## src/rtl/comparator_pkg.sv

```systemverilog
// rtl/comparator_pkg.sv - shared state encoding and defaults for the comparator monitor
package comparator_pkg;

    typedef enum logic [1:0] {
        ST_OFF    = 2'd0,
        ST_SETTLE = 2'd1,
        ST_ACTIVE = 2'd2
    } state_t;

    localparam int unsigned DEF_SETTLE_CYCLES = 64;
    localparam int unsigned DEF_FILT_LEN      = 4;
    localparam int unsigned DEF_CNT_W         = 16;

    // Counter width able to hold 0..n-1, never narrower than one bit.
    function automatic int unsigned cnt_width(input int unsigned n);
        return (n <= 1) ? 1 : $clog2(n);
    endfunction

endpackage

```

## src/rtl/comparator_filter.sv

```systemverilog
// rtl/comparator_filter.sv - comparator synchronizer, glitch filter and edge pulses
module comparator_filter
    import comparator_pkg::*;
#(
    parameter int unsigned FILT_LEN = DEF_FILT_LEN
) (
    input  logic clk,
    input  logic rst_n,
    input  logic run,
    input  logic comp_raw,
    output logic comp_filt,
    output logic rise,
    output logic fall
);

    localparam int unsigned    FW        = cnt_width(FILT_LEN);
    localparam logic [FW-1:0]  FILT_LAST = FW'(FILT_LEN - 1);

    logic          sync_a;
    logic          sync_b;
    logic [FW-1:0] filt_cnt;
    logic          toggled;

    always_ff @(posedge clk or negedge rst_n) begin
        if (!rst_n) begin
            sync_a <= 1'b0;
            sync_b <= 1'b0;
        end else begin
            sync_a <= comp_raw;
            sync_b <= sync_a;
        end
    end

    // Outside ACTIVE the level is forced low silently; toggled stays clear so no fall pulse.
    always_ff @(posedge clk or negedge rst_n) begin
        if (!rst_n) begin
            filt_cnt  <= '0;
            comp_filt <= 1'b0;
            toggled   <= 1'b0;
        end else if (!run) begin
            filt_cnt  <= '0;
            comp_filt <= 1'b0;
            toggled   <= 1'b0;
        end else if (sync_b != comp_filt) begin
            if (filt_cnt == FILT_LAST) begin
                filt_cnt  <= '0;
                comp_filt <= ~comp_filt;
                toggled   <= 1'b1;
            end else begin
                filt_cnt  <= filt_cnt + FW'(1);
                toggled   <= 1'b0;
            end
        end else begin
            filt_cnt <= '0;
            toggled  <= 1'b0;
        end
    end

    assign rise = toggled & comp_filt;
    assign fall = toggled & ~comp_filt;

endmodule

```

## src/rtl/comparator_monitor.sv

```systemverilog
// rtl/comparator_monitor.sv - bias sequencing, settle timer and rising-edge event counter
module comparator_monitor
    import comparator_pkg::*;
#(
    parameter int unsigned SETTLE_CYCLES = DEF_SETTLE_CYCLES,
    parameter int unsigned FILT_LEN      = DEF_FILT_LEN,
    parameter int unsigned CNT_W         = DEF_CNT_W
) (
    input  logic             wb_clk_i,
    input  logic             wb_rst_ni,
    input  logic             enable_i,
    input  logic             cnt_clr_i,
    input  logic             comp_i,
    output logic             bias_en_o,
    output logic             ready_o,
    output logic             comp_o,
    output logic             rise_o,
    output logic             fall_o,
    output logic [CNT_W-1:0] rise_cnt_o
);

    localparam int unsigned   SW          = cnt_width(SETTLE_CYCLES);
    localparam logic [SW-1:0] SETTLE_LAST = SW'(SETTLE_CYCLES - 1);

    state_t        state;
    logic [SW-1:0] settle_cnt;
    logic          filt_run;

    always_ff @(posedge wb_clk_i or negedge wb_rst_ni) begin
        if (!wb_rst_ni) begin
            state      <= ST_OFF;
            settle_cnt <= '0;
            bias_en_o  <= 1'b0;
            ready_o    <= 1'b0;
        end else begin
            case (state)
                ST_OFF: begin
                    if (enable_i) begin
                        state      <= ST_SETTLE;
                        settle_cnt <= '0;
                        bias_en_o  <= 1'b1;
                    end
                end
                ST_SETTLE: begin
                    if (!enable_i) begin
                        state     <= ST_OFF;
                        bias_en_o <= 1'b0;
                    end else if (settle_cnt == SETTLE_LAST) begin
                        state   <= ST_ACTIVE;
                        ready_o <= 1'b1;
                    end else begin
                        settle_cnt <= settle_cnt + SW'(1);
                    end
                end
                ST_ACTIVE: begin
                    if (!enable_i) begin
                        state     <= ST_OFF;
                        bias_en_o <= 1'b0;
                        ready_o   <= 1'b0;
                    end
                end
                default: begin
                    state     <= ST_OFF;
                    bias_en_o <= 1'b0;
                    ready_o   <= 1'b0;
                end
            endcase
        end
    end

    // Gating with enable_i clears the filter on the same edge the FSM leaves ACTIVE.
    assign filt_run = ready_o & enable_i;

    comparator_filter #(
        .FILT_LEN (FILT_LEN)
    ) u_filter (
        .clk       (wb_clk_i),
        .rst_n     (wb_rst_ni),
        .run       (filt_run),
        .comp_raw  (comp_i),
        .comp_filt (comp_o),
        .rise      (rise_o),
        .fall      (fall_o)
    );

    always_ff @(posedge wb_clk_i or negedge wb_rst_ni) begin
        if (!wb_rst_ni) begin
            rise_cnt_o <= '0;
        end else if (cnt_clr_i) begin
            rise_cnt_o <= '0;
        end else if (rise_o && (rise_cnt_o != '1)) begin
            rise_cnt_o <= rise_cnt_o + CNT_W'(1);
        end
    end

endmodule
```

## config.mk

```make
export PLATFORM = sky130hd
export DESIGN_NAME = comparator_monitor
export DESIGN_NICKNAME = d
export VERILOG_FILES = /design/src/rtl/comparator_pkg.sv /design/src/rtl/comparator_filter.sv /design/src/rtl/comparator_monitor.sv
export SDC_FILE = /design/constraint.sdc
export NUM_CORES = 1
export LEC_CHECK = 0
export CAP_MARGIN = 20
export CORE_MARGIN = 4
export CORE_UTILIZATION = 45
export DETAILED_ROUTE_END_ITERATION = 7
export PLACE_DENSITY = 0.68
export SETUP_SLACK_MARGIN = 0.1
export SYNTH_ARGS = -nofsm -noshare
export SYNTH_HDL_FRONTEND = slang
export SYNTH_SLANG_ARGS = --single-unit
```

## constraint.sdc

```tcl
create_clock -name wb_clk_i -period 2.04 [get_ports wb_clk_i]
set_input_delay 0.408 -clock wb_clk_i [delete_from_list [all_inputs] [get_ports wb_clk_i]]
set_output_delay 0.408 -clock wb_clk_i [all_outputs]
set_load 0.1 [all_outputs]
```

* Word level (Yosys, flattened, before mapping)
Cells that the tools add are included.
Widths: inputs -> output; s select.
** Storage, ports and cells
- Logic and storage cells :: 69
- Flip-flop bits (word level) :: 32
- Input bits :: 5
** Operators by class
- Bitwise gates (word level) :: 5
- Equality and inequality tests :: 15
- Add/sub/neg operators :: 3
- Mux-type cells :: 26
- Reductions and logical operators :: 10
** Operators with widths (number)
- $mux 16 :: 2
- $mux 6 :: 3
- $add 16x1->16 const B :: 1
- $ne 16x16->1 const B :: 1
- $ne 2x2->1 const B :: 8
- $mux 2 :: 7
- $pmux 6 s2 :: 1
- $mux 1 :: 10
- $reduce_and 4->1 :: 2
- $add 6x1->6 const B :: 1
- $eq 6x6->1 const B :: 1
- $pmux 2 s3 :: 1
- $eq 2x2->1 const B :: 2
- $reduce_and 2->1 :: 2
- $reduce_bool 2->1 :: 2
- $and 1x1->1 :: 3
- $ne 3x3->1 const B :: 1
- $pmux 1 s3 :: 1
- $reduce_and 3->1 :: 1
- $add 2x1->2 const B :: 1
- $eq 2x1->1 const B :: 1
- $logic_not 2->1 :: 1
- $not 1->1 :: 2
- $pmux 1 s2 :: 1
- 3 further kinds :: 3

* Depth between registers and ports, before layout
Gate-level depths: netlist of run 1.
- Depth after elaboration :: 4
- Gate-level depth with buffers :: 7
- Gate-level depth less buffers :: 6

* By module
A second synthesis of run 1 with hierarchy kept.
** Second synthesis, totals
- Cells, all modules :: 185
- Area, all modules :: 1785.5 um^2
** Modules (own cells, without submodules)
- comparator_monitor :: sequential area each 650.6 um^2, cells each 169, times used 1, area each 1559.0 um^2
- comparator_filter :: sequential area each 150.1 um^2, cells each 16, times used 1, area each 226.5 um^2

* Worst setup path after synthesis of run 1
Ideal clock, no wire load.
- Path type :: register to register
- From :: register u_filter.comp_filt
- To :: register rise_cnt_o[6]
- Path slack :: -434 ps
- Stages on the path, launching flop included :: 6
- Arrival :: 2397 ps
- Period minus slack after synthesis :: 2474 ps
- Path buffers :: 0
- Cells stage by stage :: dfrtp_1 nand2_1 inv_1 nand2_1 or3_1 a21oi_1
** On the way
- Longest elaborated chain between the ends :: 3
** RTL lines
- from (decl) :: RTL line comparator_filter.sv:11 : output logic comp_filt,
- from (signal assigned) :: RTL line comparator_filter.sv:47 : comp_filt <= ~comp_filt;
- $and 1x1->1 :: RTL line comparator_filter.sv:59 : assign rise = toggled & comp_filt;
- net rise_o :: RTL line comparator_monitor.sv:17 : output logic rise_o,
- $logic_and 1x1->1 :: RTL line comparator_monitor.sv:91 : end else if (rise_o && (rise_cnt_o != '1)) begin
- $reduce_bool 2->1 (no line)
- to (signal assigned) :: RTL line comparator_monitor.sv:92 : rise_cnt_o <= rise_cnt_o + CNT_W'(1);
- to (decl) :: RTL line comparator_monitor.sv:19 : output logic [CNT_W-1:0] rise_cnt_o
The timed path passes the listed nets, and every way through them passes these cells.
A chain may end at the register's enable or synchronous reset.

* Worst setup path after layout of run 1
- From :: register rise_cnt_o[0]
- To :: register rise_cnt_o[3]
** On the way
- Longest elaborated chain between the ends :: 3
- Elaborated cells on any way between the ends :: 6
** RTL lines (RTL line)
- $add 16x1->16 / $ne 16x16->1 (equally long branches) :: comparator_monitor.sv:92, comparator_monitor.sv:91
- $mux 16 / $logic_and 1x1->1 (equally long branches) :: comparator_monitor.sv:91
- $mux 16 / $reduce_bool 2->1 (equally long branches)
Several ways; a longest one is shown, not always the timed one. The select of a mux whose other input is x is not followed.

==> flow_summary_export.csv, run 1 <==
group,metric,value,unit
routing,antenna_left,0,
place,placed_cells,254,
sta,fin_crit_sh,0.912,
finish,area_delta_synth_final,31.6,%
die,num_io_pins,26,
yosys,synthArstFlopShare,1.00,
worst_setup_path,crit_path_end,"rise_cnt_o[3]",
clock_network,insertion_delay,0.28,ns
min_path,worst_hold_path_type,"register to register",
grt,gr-usage-all-layers,0.180,
worst_setup_path,crit_start,"rise_cnt_o[0]",
routing,drc_errors,0,
die,num_rows,22,
yosys,synth.net_count,191,
sta,rsz0062_at_grt,"no",
yosys,synth_warnings,0,
yosys,synth_cell_type_count,43,
sta,setup_violations,0,
clock_network,root_buffer,"clkbuf_8",
worst_setup_path,end_kind,"register",
clock_network,path_clk_slew,0.06,ns
yosys,ys.flop_type,"dfrtp_1",
power_and_ir_drop,ir_drop,0.566,mV
sta,finalMaxSlewViolations,0,
clock_network,htree_levels,2,
finish,fin_nets,227,
worst_setup_path,cp_data_arrival_time,2.07,ns
sta,maxSlewHeadroom,0.658,
clock_network,clk_path_buf_depth,2,
routing,wl_per_cell,15.6,um
clock_network,cts_sinks,32,
yosys,ys_ff_latch,32,
worst_setup_path,worstReg2RegStart,"rise_cnt_o[0]",
routing,drt-initial-drc-count,125,
sta,hold-worst-slack,0.354,ns
die,die_y,70.3,um
sta,setup_tns,0,ns
grt,grt_pass1_vias,1543,
finish,fin_util,0.618,
finish,n_antenna_cell,0,
routing,routed_wl,4140,um
sta,tightest_slew,0.511,ns
sta,skew,0.00731,ns
job,drv_cap,0,
place,place_hpwl,2950,um
place,gp_congestion,0.818,
yosys,synth-edff-count,0,
yosys,syn_area,1740,um2
worst_setup_path,worst-r2r-setup-slack,0.18,ns
worst_setup_path,critPathMaxStageDelay,0.50,ns
worst_setup_path,cp_slowest_cell,"dfrtp_4",
worst_setup_path,critPathLaunchType,"register",
finish,multiInputGateArea,928,um2
yosys,synthCells,180,
worst_setup_path,rr_endpoint,"rise_cnt_o[3]",
sta,finalHoldViolations,0,
worst_setup_path,crit_required,2.25,ns
grt,overflow,0,
die,die-area,4940,um2
grt,grt_pass1_wl,7220,um
grt,grt_max_degree,33,
worst_setup_path,crit_family,"simple AND/OR/NAND/NOR gates",
clock_network,cts_tree,"yes",
finish,layout.cells.non_filler,265,
run_status,status,"complete, no violations",
yosys,syn_avg_cell_area,9.69,um2
sta,fmax,537,MHz
worst_setup_path,cp_max_fo,8,
power_and_ir_drop,powerDensity,679,nW/um2
sta,fin_crit,1.86,ns
routing,drt_first_pass_iters,4,
worst_setup_path,path_cells,"ha_4, and4_4, and4b_4, buf_6, or4_4, a21oi_2",
routing,dr_total_vias,1577,
worst_setup_path,path_buf_inv,1,
finish,regArea,852,um2
yosys,yosysSeqAreaShare,0.459,
clock_network,numCtsBuffers,5,
die,start_util,0.469,
worst_setup_path,crit_type,"register to register",
place,portBuffers,25,
die,coreArea,3720,um2
clock_network,ctsHoldBuffers,0,
grt,antenna_found_initial,0,
worst_setup_path,crit_cells,6,
routing,via_per_inst,5.95,
finish,layout-drive-gt1-share,0.346,
worst_setup_path,rr_worst_depth,6,
die,die_w,70.3,um
power_and_ir_drop,leakage,0.902,nW
finish,n_fill_cell,328,
cells in the mapped netlist, drive strengths merged, types with 4 or more instances:
master  count  area share
o31ai      12       0.052
nand2      13       0.028
nor2        9       0.019
or3         4       0.014
nor3        4       0.011
a21oi      16       0.046
inv         9       0.019
or4        10       0.045
ha          6       0.043
o21ai       9       0.026
nand4       5       0.027
clkbuf      5       0.011
dfrtp      32        0.46
nand3       7       0.020
cell usage in the layout (no fill, tap or decap), types with 3 or more instances in the layout:
| master | netlist | final |
|---|---|---|
| inv_1 | 9 | 8 |
| clkbuf_8 | 0 | 6 |
| o21ai_0 | 9 | 9 |
| dfrtp_1 | 32 | 15 |
| ha_1 | 6 | 5 |
| dfrtp_4 | 0 | 12 |
| or3_1 | 4 | 4 |
| nand3_1 | 7 | 7 |
| buf_12 | 0 | 3 |
| clkdlybuf4s50_1 | 0 | 4 |
| o31ai_1 | 12 | 12 |
| dfrtp_2 | 0 | 5 |
| a21oi_1 | 16 | 15 |
| or4_2 | 3 | 3 |
| nor2_1 | 9 | 9 |
| nor3_1 | 4 | 4 |
| or4_1 | 7 | 6 |
| nand4_1 | 4 | 4 |
| buf_4 | 0 | 28 |
| nand2_1 | 13 | 12 |
| o211ai_1 | 3 | 3 |
metal layers:
| metal | GRT usage | share of wire | up-vias | routed length [um] |
|---|---|---|---|---|
| met5 | 0 | 0 | - | 0 |
| met4 | 0.0660 | 0.011 | 0 | 47 |
| met3 | 0.0561 | 0.051 | 6 | 211 |
| met2 | 0.286 | 0.49 | 38 | 2030 |
| met1 | 0.230 | 0.45 | 783 | 1850 |
| li1 | - | - | 750 | - |
state kept, by name, summed over array words and instances (netlist names):
| name | flops |
|---|---|
| bias_en_o | 1 |
| rise_cnt_o | 16 |
| u_filter.sync_b | 1 |
| settle_cnt | 6 |
| u_filter.filt_cnt | 2 |
| state | 2 |
| u_filter.comp_filt | 1 |
| u_filter.toggled | 1 |
| ready_o | 1 |
| u_filter.sync_a | 1 |
worst register-to-register path: stages, from the launching register on:
cell	delay, ns
dfrtp_4	0.50
ha_4	0.18
and4_4	0.16
and4b_4	0.25
buf_6	0.14
or4_4	0.42
a21oi_2	0.16
report_power, final:
| group | switching, mW | internal [mW] | total [mW] |
|---|---|---|---|
| Clock | 0.223 | 0.275 | 0.498 |
| Combinational | 0.217 | 0.128 | 0.345 |
| Sequential | 0.0410 | 0.675 | 0.716 |
| Total | 0.480 | 1.08 | 1.56 |
worst min-delay path by stage:
stage	startpoint	endpoint	slack, ns	depth (start not counted)
final	u_filter.sync_a	u_filter.sync_b	0.35	0
after global routing	u_filter.sync_a	u_filter.sync_b	0.39	0
after CTS	u_filter.sync_a	u_filter.sync_b	0.36	0
after detailed placement	u_filter.sync_a	u_filter.sync_b	0.34	0
after global placement	u_filter.sync_a	u_filter.sync_b	0.35	0
after floorplan	wb_rst_ni	bias_en_o	0.11	0
logic make-up after synthesis:
| family | Yosys count | share of synthesized area |
|---|---|---|
| muxes | 4 | 0.0244 |
| xor gates and xnor gates | 3 | 0.0151 |
| DFF | 32 | 0.459 |
| adders and majority gates | 6 | 0.0430 |
| buffers and inverters | 17 | 0.0387 |
| and+or+nand+nor | 67 | 0.226 |
| AOI/OAI and AO/OA | 51 | 0.194 |
timing repair:
action / in CTS / in global routing
endpoints found under the setup margin: 3 / 4
gates cloned: 0 / 1
pin swaps: 0 / 2
resized for setup: 2 / 5
setup buffers: 0 / 2
through the flow:
step / setup slack, ns / total power, mW / instance area [um2]
floorplan: -0.0129 / 0.965 / 1840
global placement: 0.167 / 1.06 / 2160
detailed placement: 0.0923 / 1.07 / 2160
CTS: 0.0827 / 1.57 / 2250
global route: 0.138 / 1.66 / 2290
finish: 0.179 / 1.56 / 2290
area by class of cell:
type	count	share of cell area
Clock buffer	8	0.0393
Inverter	9	0.0164
Multi-Input combinational cell	131	0.405
Sequential cell	32	0.371
Tap cell	48	0.0262
Timing Repair Buffer	37	0.142
Note: power is estimated with default switching activity, not from simulation.
==> run 2: changes to the inputs <==
clock period = 2.3 ns   (was 2.04 ns; I/O delays follow)
==> flow_summary_export.csv, run 2 (synthesized netlist as in run 1, its figures left out) <==
group,metric,value,unit
place,portBuffers,25,
finish,fin_nets,218,
clock_network,root_buffer,"clkbuf_8",
grt,antenna_found_initial,0,
power_and_ir_drop,internal_power,1.02,mW
die,num_io_pins,26,
die,coreArea,3720,um2
clock_network,ctsHoldBuffers,0,
sta,maxSlewHeadroom,0.552,
sta,finalHoldViolations,0,
min_path,hp-start,"u_filter.sync_a",
clock_network,numCtsBuffers,5,
power_and_ir_drop,ir_drop,0.715,mV
power_and_ir_drop,p_switching,444,uW
routing,drt_first_pass_iters,4,
sta,finalMaxSlewViolations,0,
worst_setup_path,crit_type,"register to register",
min_path,hold_path_depth,0,
finish,layout-drive-gt1-share,0.269,
routing,dr_total_vias,1527,
sta,setup_tns,0,ns
finish,fin_area,2130,um2
finish,fin_util,0.573,
worst_setup_path,cp_max_fo,20,
sta,setup_violations,0,
die,die_y,70.3,um
routing,drt-initial-drc-count,75,
finish,regMostFlops,"rise_cnt_o",
worst_setup_path,worst-r2r-setup-slack,0.29,ns
sta,tightest_slew,0.664,ns
grt,grt_pass1_wl,7050,um
worst_setup_path,critPathMaxStageDelay,0.44,ns
worst_setup_path,rr_endpoint,"rise_cnt_o[15]",
worst_setup_path,cp_slowest_cell,"dfrtp_2",
routing,antenna_left,0,
min_path,holdPathEnd,"u_filter.sync_b",
worst_setup_path,end_kind,"register",
place,place_hpwl,2830,um
power_and_ir_drop,netSwitchingFraction,0.303,
worst_setup_path,path_buf_inv,0,
run_status,status,"complete, no violations",
finish,n_antenna_cell,0,
min_path,worst_hold_path_type,"register to register",
worst_setup_path,path_cells,"ha_1, and4_1, and4b_2, nor4_1, mux2_2",
power_and_ir_drop,seqPwrFrac,0.435,
grt,grt_max_degree,33,
clock_network,insertion_delay,0.28,ns
grt,overflow,0,
sta,fmax,498,MHz
finish,final_common_cell,"buf_4",
place,gp_congestion,0.843,
power_and_ir_drop,pwr-share-clk,0.364,
routing,via_per_inst,5.96,
clock_network,clk_path_buf_depth,2,
sta,skew,0.00305,ns
sta,fin_crit,2.01,ns
routing,routed_wl,3900,um
worst_setup_path,critPathLaunchType,"register",
power_and_ir_drop,combPwrFrac,0.201,
clock_network,cts_tree,"yes",
finish,area_delta_synth_final,22.1,%
worst_setup_path,rr_worst_depth,5,
finish,final_cell_mix,"buf_4, dfrtp_1, a21oi_1, dfrtp_2, nand2_1",
place,place_area,2020,um2
die,start_util,0.469,
clock_network,htree_levels,2,
worst_setup_path,crit_family,"simple AND/OR/NAND/NOR gates",
sta,fin_crit_sh,0.874,
grt,gr-usage-all-layers,0.174,
clock_network,path_clk_slew,0.07,ns
power_and_ir_drop,leakage,0.880,nW
routing,wl_per_cell,15.2,um
finish,reg.largest.list,"rise_cnt_o: 16 flops, settle_cnt: 6 flops",
worst_setup_path,worstReg2RegStart,"rise_cnt_o[0]",
sta,hold-worst-slack,0.354,ns
sta,rsz0062_at_grt,"no",
finish,largest_reg_flops,16,
worst_setup_path,crit_required,2.47,ns
worst_setup_path,cp_data_arrival_time,2.18,ns
die,die-area,4940,um2
grt,grt_pass1_vias,1515,
die,die_w,70.3,um
power_and_ir_drop,powerDensity,687,nW/um2
die,num_rows,22,
clock_network,cts_sinks,32,
job,drv_cap,0,
routing,drc_errors,0,
run 2: worst max path at each step:
stage          cells after the start  slack [ns]            from             end
2_1_floorplan                      5        0.11  rise_cnt_o[14]  rise_cnt_o[13]
3_5_place_dp                       5        0.23   rise_cnt_o[0]  rise_cnt_o[15]
6_report                           5        0.29   rise_cnt_o[0]  rise_cnt_o[15]
3_3_place_gp                       5        0.28   rise_cnt_o[0]  rise_cnt_o[13]
4_1_cts                            5        0.21   rise_cnt_o[0]  rise_cnt_o[15]
5_1_grt                            5        0.16   rise_cnt_o[0]  rise_cnt_o[15]
run 2: cell type report:
| type | instances | area, um2 |
|---|---|---|
| timing repair buffer | 28 | 233 |
| sequential | 32 | 818 |
| multi-input combinational | 131 | 877 |
| clock buffer | 6 | 72.6 |
| tap | 48 | 60.1 |
| inverter | 9 | 33.8 |
| fill | 326 | 1590 |
| clock inverter | 2 | 35.0 |
run 2: per-layer routing:
layer,track usage,vias to the layer above,part of all wire,wire length [um]
met2,0.309,44,0.52,2040
met5,0,-,0,0
met4,0.0340,0,0.0082,32
met1,0.206,746,0.41,1610
met3,0.0532,5,0.054,212
li1,-,732,-,-
run 2: timing repair:
| item | in CTS | in global routing |
|---|---|---|
| hold endpoints to repair | 0 | 0 |
| resized for setup | 0 | 1 |
| endpoints found under the setup margin | 0 | 1 |
| buffers inserted | 0 | 0 |
run 2: power by group through the flow:
stage / logic, mW / clock network, mW / registers, mW
2_1_floorplan: 0.161 / 0 / 0.694
3_3_place_gp: 0.277 / 0 / 0.644
3_5_place_dp: 0.295 / 0 / 0.644
4_1_cts: 0.295 / 0.546 / 0.635
5_1_grt: 0.327 / 0.581 / 0.643
6_report: 0.294 / 0.533 / 0.637
run 2: per-stage QoR:
step / worst slack, ns / total power [mW] / instances
floorplan: 0.110 / 0.855 / 180
global placement: 0.284 / 0.921 / 248
detailed placement: 0.227 / 0.940 / 248
CTS: 0.214 / 1.48 / 256
global route: 0.161 / 1.55 / 256
finish: 0.291 / 1.46 / 256
==> run 3: changes to the inputs <==
CORE_MARGIN = default   (was 4)
CORE_UTILIZATION = 50   (was 45)
PLACE_DENSITY = 0.75   (was 0.68)
==> flow_summary_export.csv, run 3 (synthesized netlist as in run 1, its figures left out) <==
group,metric,value,unit
clock_network,cts_sinks,32,
sta,finalMaxSlewViolations,0,
grt,overflow,0,
finish,area_delta_synth_final,19.7,%
finish,multiInputGateArea,876,um2
sta,fmax,490,MHz
die,start_util,0.523,
die,die_w,61.1,um
sta,setup_tns,0,ns
routing,drt_first_pass_iters,5,
die,die_y,61.1,um
worst_setup_path,cp_max_fo,20,
finish,fin_util,0.625,
finish,fin_nets,218,
die,die-area,3730,um2
run_status,status,"complete, no violations",
worst_setup_path,crit_required,2.53,ns
sta,finalHoldViolations,0,
sta,rsz0062_at_grt,"no",
clock_network,ctsHoldBuffers,0,
grt,grt_pass1_vias,1389,
grt,antenna_found_initial,0,
finish,regMostFlops,"rise_cnt_o",
sta,fin_crit_sh,0.888,
clock_network,htree_levels,2,
routing,antenna_left,0,
sta,maxSlewHeadroom,0.554,
finish,final_cell_mix,"buf_4, dfrtp_1, a21oi_1, dfrtp_2, nand2_1",
finish,final_common_cell,"buf_4",
finish,layout-drive-gt1-share,0.264,
grt,grt_max_degree,33,
place,portBuffers,25,
worst_setup_path,critPathLaunchType,"register",
finish,n_fill_cell,284,
place,place_hpwl,2700,um
die,num_io_pins,26,
routing,drt-initial-drc-count,119,
finish,regArea,818,um2
worst_setup_path,worst-r2r-setup-slack,0.26,ns
sta,fin_crit,2.04,ns
routing,routed_wl,3710,um
min_path,worst_hold_path_type,"register to register",
finish,largest_reg_flops,16,
clock_network,cts_resized,0,
sta,tightest_slew,0.662,ns
grt,gr-usage-all-layers,0.221,
power_and_ir_drop,finalPower,1.29,mW
clock_network,postCtsSetupBuffers,0,
place,gp_congestion,0.783,
power_and_ir_drop,leakage,0.864,nW
die,coreArea,3340,um2
clock_network,root_buffer,"clkbuf_4",
die,num_rows,21,
clock_network,path_clk_slew,0.10,ns
clock_network,numCtsBuffers,5,
worst_setup_path,crit_type,"register to register",
clock_network,cts_tree,"yes",
power_and_ir_drop,powerDensity,620,nW/um2
routing,dr_total_vias,1520,
worst_setup_path,end_kind,"register",
sta,setup_violations,0,
clock_network,clk_path_buf_depth,2,
routing,wl_per_cell,14.6,um
job,drv_cap,0,
routing,drc_errors,0,
power_and_ir_drop,ir_drop,0.499,mV
grt,grt_pass1_wl,5960,um
clock_network,insertion_delay,0.34,ns
sta,hold-worst-slack,0.357,ns
finish,n_antenna_cell,0,
finish,reg.largest.list,"rise_cnt_o: 16 flops, settle_cnt: 6 flops",
sta,skew,0.0187,ns
routing,via_per_inst,5.98,
worst_setup_path,cp_data_arrival_time,2.27,ns
-- run 3: cell type report --
type / count / share of cell area
clock buffer: 8 / 0.0330
inverter: 9 / 0.0162
multi-input combinational: 131 / 0.420
sequential: 32 / 0.392
tap: 46 / 0.0276
timing repair buffer: 28 / 0.112
-- run 3: stage by stage --
step | setup slack, ns | cells | area, um2
after global placement | 0.301 | 246 | 2020
after global routing | 0.170 | 254 | 2090
after CTS | 0.253 | 254 | 2090
after detailed placement | 0.249 | 246 | 2020
after floorplan | 0.110 | 180 | 1760
final | 0.258 | 254 | 2090
-- run 3: path summary, 6_finish.rpt --
path / start / endpoint / cells after the start
hold / removal: u_filter.sync_a / u_filter.sync_b / 0
max in group asynchronous: wb_rst_ni / rise_cnt_o[0] / 2
hold reg to reg: u_filter.sync_a / u_filter.sync_b / 0
setup reg to reg: rise_cnt_o[0] / rise_cnt_o[15] / 5
min in group asynchronous: wb_rst_ni / rise_cnt_o[13] / 2
setup / recovery: rise_cnt_o[0] / rise_cnt_o[15] / 5
-- run 3: power breakdown --
group | switching [mW] | internal (mW)
clock | 0.191 | 0.180
combinational | 0.188 | 0.0998
sequential | 0.0383 | 0.598
-- run 3: worst max-delay path, stage by stage, from the launching register on --
cell and delay (ns):
dfrtp_2 0.44, ha_1 0.22, and4_1 0.18, and4b_1 0.38, nor4_1 0.35, mux2_2 0.37
-- run 3: metal layers --
metal	part of all wire	routed length [um]	global-route usage
met5	0	0	0
met4	0.028	104	0.143
met3	0.030	111	0.0378
met2	0.53	1970	0.390
met1	0.41	1530	0.244
